### src/rtl/ttt_move_arbiter.sv
// ttt_move_arbiter: shares the ttt_ctrl key-pulse inputs between the UART
// player (source 0) and the board buttons / second player (source 1).
// Enforces turn ownership and serialises accepted keys into single-cycle
// pulses. It also holds off after enter/space so ttt_ctrl can settle, and
// runs a per-turn inactivity timeout.
// Optional build macro TTT_AUTO_MOVE_EN: a timeout also fires an enter pulse
// on behalf of the current player, placing a mark at the cursor.
module ttt_move_arbiter #(
   parameter int TIMEOUT_CYCLES = 250000000,
   parameter int ENTER_WAIT     = 16,
   parameter int HOLDOFF        = 4
) (
   input  logic       clk,
   input  logic       reset,
   input  logic       src0_valid,
   input  logic [2:0] src0_key,
   output logic       src0_ready,
   input  logic       src1_valid,
   input  logic [2:0] src1_key,
   output logic       src1_ready,
   input  logic       current_player,
   input  logic [1:0] win_flag,
   output logic       up,
   output logic       down,
   output logic       left,
   output logic       right,
   output logic       enter,
   output logic       space,
   output logic       grant_src,
   output logic       drop,
   output logic       turn_timeout
);

   localparam int TW   = $clog2(TIMEOUT_CYCLES);
   localparam int WMAX = (ENTER_WAIT > HOLDOFF) ? ENTER_WAIT : HOLDOFF;
   localparam int WW   = $clog2(WMAX + 1);
   localparam logic [TW-1:0] TO_LAST = TW'(TIMEOUT_CYCLES - 1);
   localparam logic [WW-1:0] EW_LAST = WW'(ENTER_WAIT - 1);
   localparam logic [WW-1:0] HO_LAST = WW'(HOLDOFF - 1);

   typedef enum logic [1:0] {
      S_IDLE,
      S_WAIT_TURN,
      S_HOLDOFF
   } state_t;

   state_t        state_q, state_d;
   logic [WW-1:0] wcnt_q, wcnt_d;
   logic [TW-1:0] tcnt_q, tcnt_d;
   logic          cp_q;
   logic [5:0]    key_q, key_d;
   logic          drop_q;
   logic          grant_q, grant_d;

   logic       idle, game_over, toggle, any_valid, sel, xfer, elig;
   logic       at_limit, fire, auto_fire;
   logic [2:0] sel_key;

   assign idle      = (state_q == S_IDLE) && !reset;
   assign game_over = |win_flag;
   assign toggle    = current_player ^ cp_q;
   assign any_valid = src0_valid | src1_valid;
   // On contention the turn owner wins; otherwise whoever is valid.
   assign sel       = (src0_valid && src1_valid) ? current_player : src1_valid;
   assign sel_key   = sel ? src1_key : src0_key;
   assign xfer      = idle && any_valid;
   // Space is always honoured (new game); moves only from the owner mid-game.
   assign elig      = xfer && ((sel_key == 3'd5) ||
                      ((sel_key <= 3'd4) && (sel == current_player) && !game_over));
   assign at_limit  = (tcnt_q == TO_LAST);
   // Any pending key beats the timeout, since it is accepted this cycle.
   assign fire      = idle && !game_over && !toggle && !any_valid && at_limit;

`ifdef TTT_AUTO_MOVE_EN
   assign auto_fire = fire;
`else
   assign auto_fire = 1'b0;
`endif

   assign src0_ready   = xfer && !sel;
   assign src1_ready   = xfer && sel;
   assign turn_timeout = fire;
   assign up           = key_q[0];
   assign down         = key_q[1];
   assign left         = key_q[2];
   assign right        = key_q[3];
   assign enter        = key_q[4] | auto_fire;
   assign space        = key_q[5];
   assign drop         = drop_q;
   assign grant_src    = auto_fire ? current_player : grant_q;

   // Next state: settle windows after enter/space, navigation stays in IDLE.
   always_comb begin
      state_d = state_q;
      wcnt_d  = wcnt_q;
      case (state_q)
         S_IDLE: begin
            wcnt_d = '0;
            if (elig && sel_key == 3'd4)      state_d = S_WAIT_TURN;
            else if (elig && sel_key == 3'd5) state_d = S_HOLDOFF;
            else if (auto_fire)               state_d = S_WAIT_TURN;
         end
         S_WAIT_TURN: begin
            if (toggle || game_over || wcnt_q == EW_LAST) begin
               state_d = S_IDLE;
               wcnt_d  = '0;
            end else begin
               wcnt_d = wcnt_q + 1'b1;
            end
         end
         S_HOLDOFF: begin
            if (wcnt_q == HO_LAST) begin
               state_d = S_IDLE;
               wcnt_d  = '0;
            end else begin
               wcnt_d = wcnt_q + 1'b1;
            end
         end
         default: begin
            state_d = S_IDLE;
            wcnt_d  = '0;
         end
      endcase
   end

   // Inactivity count, key pulse decode and grant tracking.
   always_comb begin
      tcnt_d = tcnt_q;
      if (!idle || game_over || toggle || elig || fire) tcnt_d = '0;
      else if (!at_limit)                               tcnt_d = tcnt_q + 1'b1;
      key_d   = elig ? (6'b000001 << sel_key) : 6'b000000;
      grant_d = grant_q;
      if (elig)           grant_d = sel;
      else if (auto_fire) grant_d = current_player;
   end

   // State and output registers; reset drops whatever was in flight.
   always_ff @(posedge clk) begin
      if (reset) begin
         state_q <= S_IDLE;
         wcnt_q  <= '0;
         tcnt_q  <= '0;
         cp_q    <= current_player;
         key_q   <= '0;
         drop_q  <= 1'b0;
         grant_q <= 1'b0;
      end else begin
         state_q <= state_d;
         wcnt_q  <= wcnt_d;
         tcnt_q  <= tcnt_d;
         cp_q    <= current_player;
         key_q   <= key_d;
         drop_q  <= xfer && !elig;
         grant_q <= grant_d;
      end
   end

endmodule

### config.mk
export PLATFORM = sky130hd
export DESIGN_NAME = ttt_move_arbiter
export DESIGN_NICKNAME = d
export VERILOG_FILES = /design/src/rtl/ttt_move_arbiter.sv
export SDC_FILE = /design/constraint.sdc
export NUM_CORES = 1
export LEC_CHECK = 0
export BUFFER_PORTS_ARGS = -buffer_cell sky130_fd_sc_hd__buf_2
export CAP_MARGIN = 25
export CORE_MARGIN = 3
export CORE_UTILIZATION = 55
export CTS_CLUSTER_DIAMETER = 120
export DETAILED_ROUTE_END_ITERATION = 8
export PLACE_DENSITY = 0.86
export SYNTH_ARGS = -nofsm -noshare
export SYNTH_HDL_FRONTEND = slang
export SYNTH_SLANG_ARGS = --single-unit
### constraint.sdc
create_clock -name clk -period 2.58 [get_ports clk]
set_input_delay 0.516 -clock clk [delete_from_list [all_inputs] [get_ports clk]]
set_output_delay 0.516 -clock clk [all_outputs]
set_load 0.01 [all_outputs]
### Word-level counts from Yosys, hierarchy flattened

Cells that the tools add are included.

| storage, ports and cells | value |
|---|---|
| register bits | 44 |
| input port bits | 13 |
| output and inout port bits | 11 |
| word-level logic and storage cells | 69 |

| operators by class | value |
|---|---|
| add/sub/neg operators | 2 |
| $lt $le $gt $ge | 1 |
| equality and inequality tests | 11 |
| shift operators | 1 |
| multiplexer cells | 10 |
| bitwise operators | 3 |
| reductions and logical operators | 34 |

Operator list:

| operator | number |
|---|---|
| $add A28 B1 Y28 const B | 1 |
| $eq A28 B28 Y1 const B | 1 |
| $logic_and A1 B1 Y1 | 15 |
| $mux W5 | 2 |
| $pmux W5 S2 | 1 |
| $mux W2 | 4 |
| $logic_not A1 Y1 | 7 |
| $logic_or A1 B1 Y1 | 7 |
| $eq A3 B3 Y1 const B | 2 |
| $pmux W2 S3 | 1 |
| $reduce_or A2 Y1 | 3 |
| $shl A1 B3 Y6 const A | 1 |
| $add A5 B1 Y5 const B | 1 |
| $eq A5 B2 Y1 const B | 1 |
| $eq A5 B4 Y1 const B | 1 |
| $ne A2 B2 Y1 const B | 2 |
| $le A3 B3 Y1 const B | 1 |
| $mux W3 | 1 |
| $ne A3 B1 Y1 const B | 1 |
| $reduce_and A3 Y1 | 1 |
| $eq A2 B1 Y1 const B | 1 |
| $eq A2 B2 Y1 const B | 1 |
| $logic_not A2 Y1 | 1 |
| $eq A1 B1 Y1 | 1 |
| other kinds (4) | 4 |

### Depth between registers and ports, before layout

| depth | value |
|---|---|
| word-level depth | 12 |
| depth in mapped cells | 8 |
| depth with buffers taken out | 7 |

### Least setup slack after synthesis

Ideal clock, no wire load.

| timing path | value |
|---|---|
| path type | reg2reg |
| start point | reg tcnt_q[17] |
| end point | reg tcnt_q[6] |
| library setup time | 0.116 ns |
| data arrival time | 2.073 ns |
| required time | 2.464 ns |
| path slack | 0.391 ns |
| stages on the path, launching flop included | 8 |
| buffers on the path | 2 |
| clock period less this slack | 2.189 ns |
| path through | dfxtp_1 nand2_1 or4_4 or4_4 buf_6 a2bb2oi_4 buf_6 nor2_1 |

| between the ends | value |
|---|---|
| word-level cells in the longest chain between the ends | 4 |

Ends and longest elaborated chain:

| element | line | text |
|---|---|---|
| start, declared | 49 | `logic [TW-1:0] tcnt_q, tcnt_d;` |
| start signal, assigned | 150 | `tcnt_q <= tcnt_d;` |
| $eq A28 B28 Y1 * | 70 | `assign at_limit = (tcnt_q == TO_LAST);` |
| $logic_and A1 B1 Y1 | 72 | `assign fire = idle && !game_over && !toggle && !any_valid && at_limit;` |
| $logic_or A1 B1 Y1 | 129 | `if (!idle \|\| game_over \|\| toggle \|\| elig \|\| fire) tcnt_d = '0;` |
| $reduce_or A2 Y1 (no source line) | -- |  |

Mark *: on every way between the ends. The rest lies on a longest branch, timed or not.
A chain may end at the register's enable or synchronous reset.

### Worst setup path in the final report

| timing path | value |
|---|---|
| start point | reg state_q[0] |
| end point | out turn_timeout |

| between the ends | value |
|---|---|
| word-level cells in the longest chain between the ends | 6 |

Ends and longest elaborated chain:

| element | line | text |
|---|---|---|
| start, declared | 47 | `state_t state_q, state_d;` |
| start signal, assigned | 148 | `state_q <= state_d;` |
| $logic_not A2 Y1 | 59 | `assign idle = (state_q == S_IDLE) && !reset;` |
| $logic_and A1 B1 Y1 | 59 |  |
| $logic_and A1 B1 Y1 (4 in series) | 72 |  |
| end, declared | 31 | `output logic turn_timeout` |

No other way between the ends.

==> summary.txt <==
post-route minimum period = 2.36 ns
Routed WL per cell = 13.0 um
largest net degree at the start of global routing = 22
first-pass GRT wire length = 7.33 mm
crit path max-delay cell type = dfxtp_1
Worst VDD drop = 0.000362 V
Hold Violations, Final = 0
Slew @ Worst Pin = 0.498 ns
Final Slew Violations = 0
hold_buf cts = 0
initial drt markers = 196
row count = 22
Setup Fix Bufs, Post-CTS = 0
layout cell share with drive strength beyond 1 = 14.6%
total power = 0.00135 W
fin util = 65.8%
largest buffer count on any clock path = 2
Post-synth ARST share = 0%
vias post-DR = 1,907
startpoint types = flop
Data required, critical path = 2.06 ns
post-synth top area share = 39.9%
DR pass1 iterations = 4
Setup TNS Final = 0 ns
Ant. Diodes = 0
fin nets = 306
initial core utilization = 58.5%
Synth Register Bits = 44
PwrDens = 543 nW/um2
Synth top cells by count = nor2_1, dfxtp_1, xnor2_1
crit-path cells = inv_1 > ha_1 > nor2b_1 > nand3_1 > nor3_1 > and3_1 > buf_2
clock root buffer = clkbuf_8
initial antenna violation count = 0
Synth Cell Area = 2210 um2
I/O pin count = 24
WL final = 4.37 mm
HPWL after DPL = 3.08 mm
WP data arrival = 1.84 ns
top-count cell post-synth = nor2_1
CTS tree = done
cell count after synthesis = 262
CTS Buf Count = 5
Post-route DRC = 0
number of enable flip-flop cells after synthesis = 0
Leak Pwr = 0.856 nW
post-synthesis net count = 281
Synth Flop Type = dfxtp_1
syn avg cell area = 8.42 um2
Buffers on Ports = 23
type of the worst setup path = flop to primary output
Final setup viols = 0
min-delay worst type = primary input to flop
post-synthesis sequential area ratio = 39.9%
Bufs and invs on worst path = 2
die height = 69.3 um
die area = 4810 um2
CP delay by family, top = simple AND/OR/NAND/NOR gates
grt ovf = 0
post-CTS sizing = 0
remaining antenna violation count after routing = 0
Max Cap Viol = 0
routed vias/inst = 5.68
instance area at placement = 2360 um2
Worst-path clk slew = 0.08 ns
Area growth syn-to-layout = 12.5%
Core Region = 3770 um2
cell area after layout = 2480 um2
unrepaired setup endpoints after global routing = false
worst-path maximum fanout = 4
number of global-route vias before repair = 1,746
Setup crit end kind = primary output
routability congestion estimate from global placement = 0.881
Die Wd = 69.3 um
status = completed
Synth area leader = dfxtp_1
Fmax achieved = 424 MHz
relative slew slack = 66.8%
yosys warns = 0
max incr delay on CP = 0.34 ns
Worst-Skew Late Latency = 0.30 ns
skew final = 0.00677 ns
H-tree depth = 2
Num Clock Sinks = 44
global-route usage over all layers = 18.3%
Yosys cell types = 46
Hold WS = 0.391 ns
crit share post-route = 91.4%
top cells by area, synth = dfxtp_1, nor2_1, xnor2_1
==> flip-flops by register name, summed over array words and instances, names as in the netlist <==
| signal | count |
|---|---|
| wcnt_q | 5 |
| key_q | 6 |
| tcnt_q | 28 |
| cp_q | 1 |
| state_q | 2 |
| drop | 1 |
| grant_src | 1 |
==> through the flow <==
stage / instances / setup WS (ns)
3_3_place_gp: 328 / 0.298
5_1_grt: 336 / 0.108
3_5_place_dp: 328 / 0.266
2_1_floorplan: 262 / 0.391
6_report: 336 / 0.222
4_1_cts: 336 / 0.208
==> final timing paths <==
kind	from	slack, ns	cells after the start	end
setup / recovery	state_q[0]	0.22	7	turn_timeout
hold / removal	current_player	0.39	1	cp_q
setup reg to reg	tcnt_q[25]	0.27	6	tcnt_q[10]
hold reg to reg	wcnt_q[0]	0.46	1	wcnt_q[0]
==> worst reg2reg max path, cell delays in order, from the launching register on <==
cell and delay (ns):
dfxtp_1 0.41, nand4b_1 0.12, or4_4 0.55, or4_4 0.57, a2bb2oi_4 0.30, buf_12 0.19
nor2_1 0.06
==> cells by family after synthesis <==
logic type	share of synthesized area, %
AND/OR/NAND/NOR	30.3
flip-flops	39.9
AO/OA/AOI/OAI	10.4
XOR/XNOR	9.53
buffers and inverters	5.45
adder cells (fa/ha/maj)	3.40
multiplexers	0.908
==> layer usage <==
layer / vias to the layer above / track usage (%) / part of all wire [%]
met5: - / 0 / 0
li1: 962 / - / -
met1: 876 / 22.2 / 44
met2: 58 / 30.1 / 48
met3: 11 / 4.20 / 5.5
met4: 0 / 9.54 / 2.0
==> report_power, final <==
group | internal (W) | switching, W | total, W | leakage, nW
registers | 0.000684 | 0.00000297 | 0.000687 | 0.355
logic | 0.0000370 | 0.0000545 | 0.0000916 | 0.436
clock network | 0.000341 | 0.000227 | 0.000568 | 0.0645
==> cells in the final DEF, fill, tap and decap left out, types with 6 or more instances in the layout <==
cell type  instances
nand2_1           17
a21oi_1            6
ha_1               6
inv_1             16
buf_2             23
a31oi_1            6
nand4_1            6
xnor2_1           20
nor3_1            13
nor2_1            47
nand3_1           15
dfxtp_1           44
clkbuf_8           7
==> final cells by class <==
cell class / count / area, um2
Inverter: 16 / 60.1
Timing Repair Buffer: 26 / 150
Sequential cell: 44 / 881
Clock inverter: 1 / 30.0
Fill cell: 322 / 1290
Tap cell: 48 / 60.1
Clock buffer: 7 / 96.3
Multi-Input combinational cell: 194 / 1200
No activity file was read; power rests on OpenSTA's default activity.
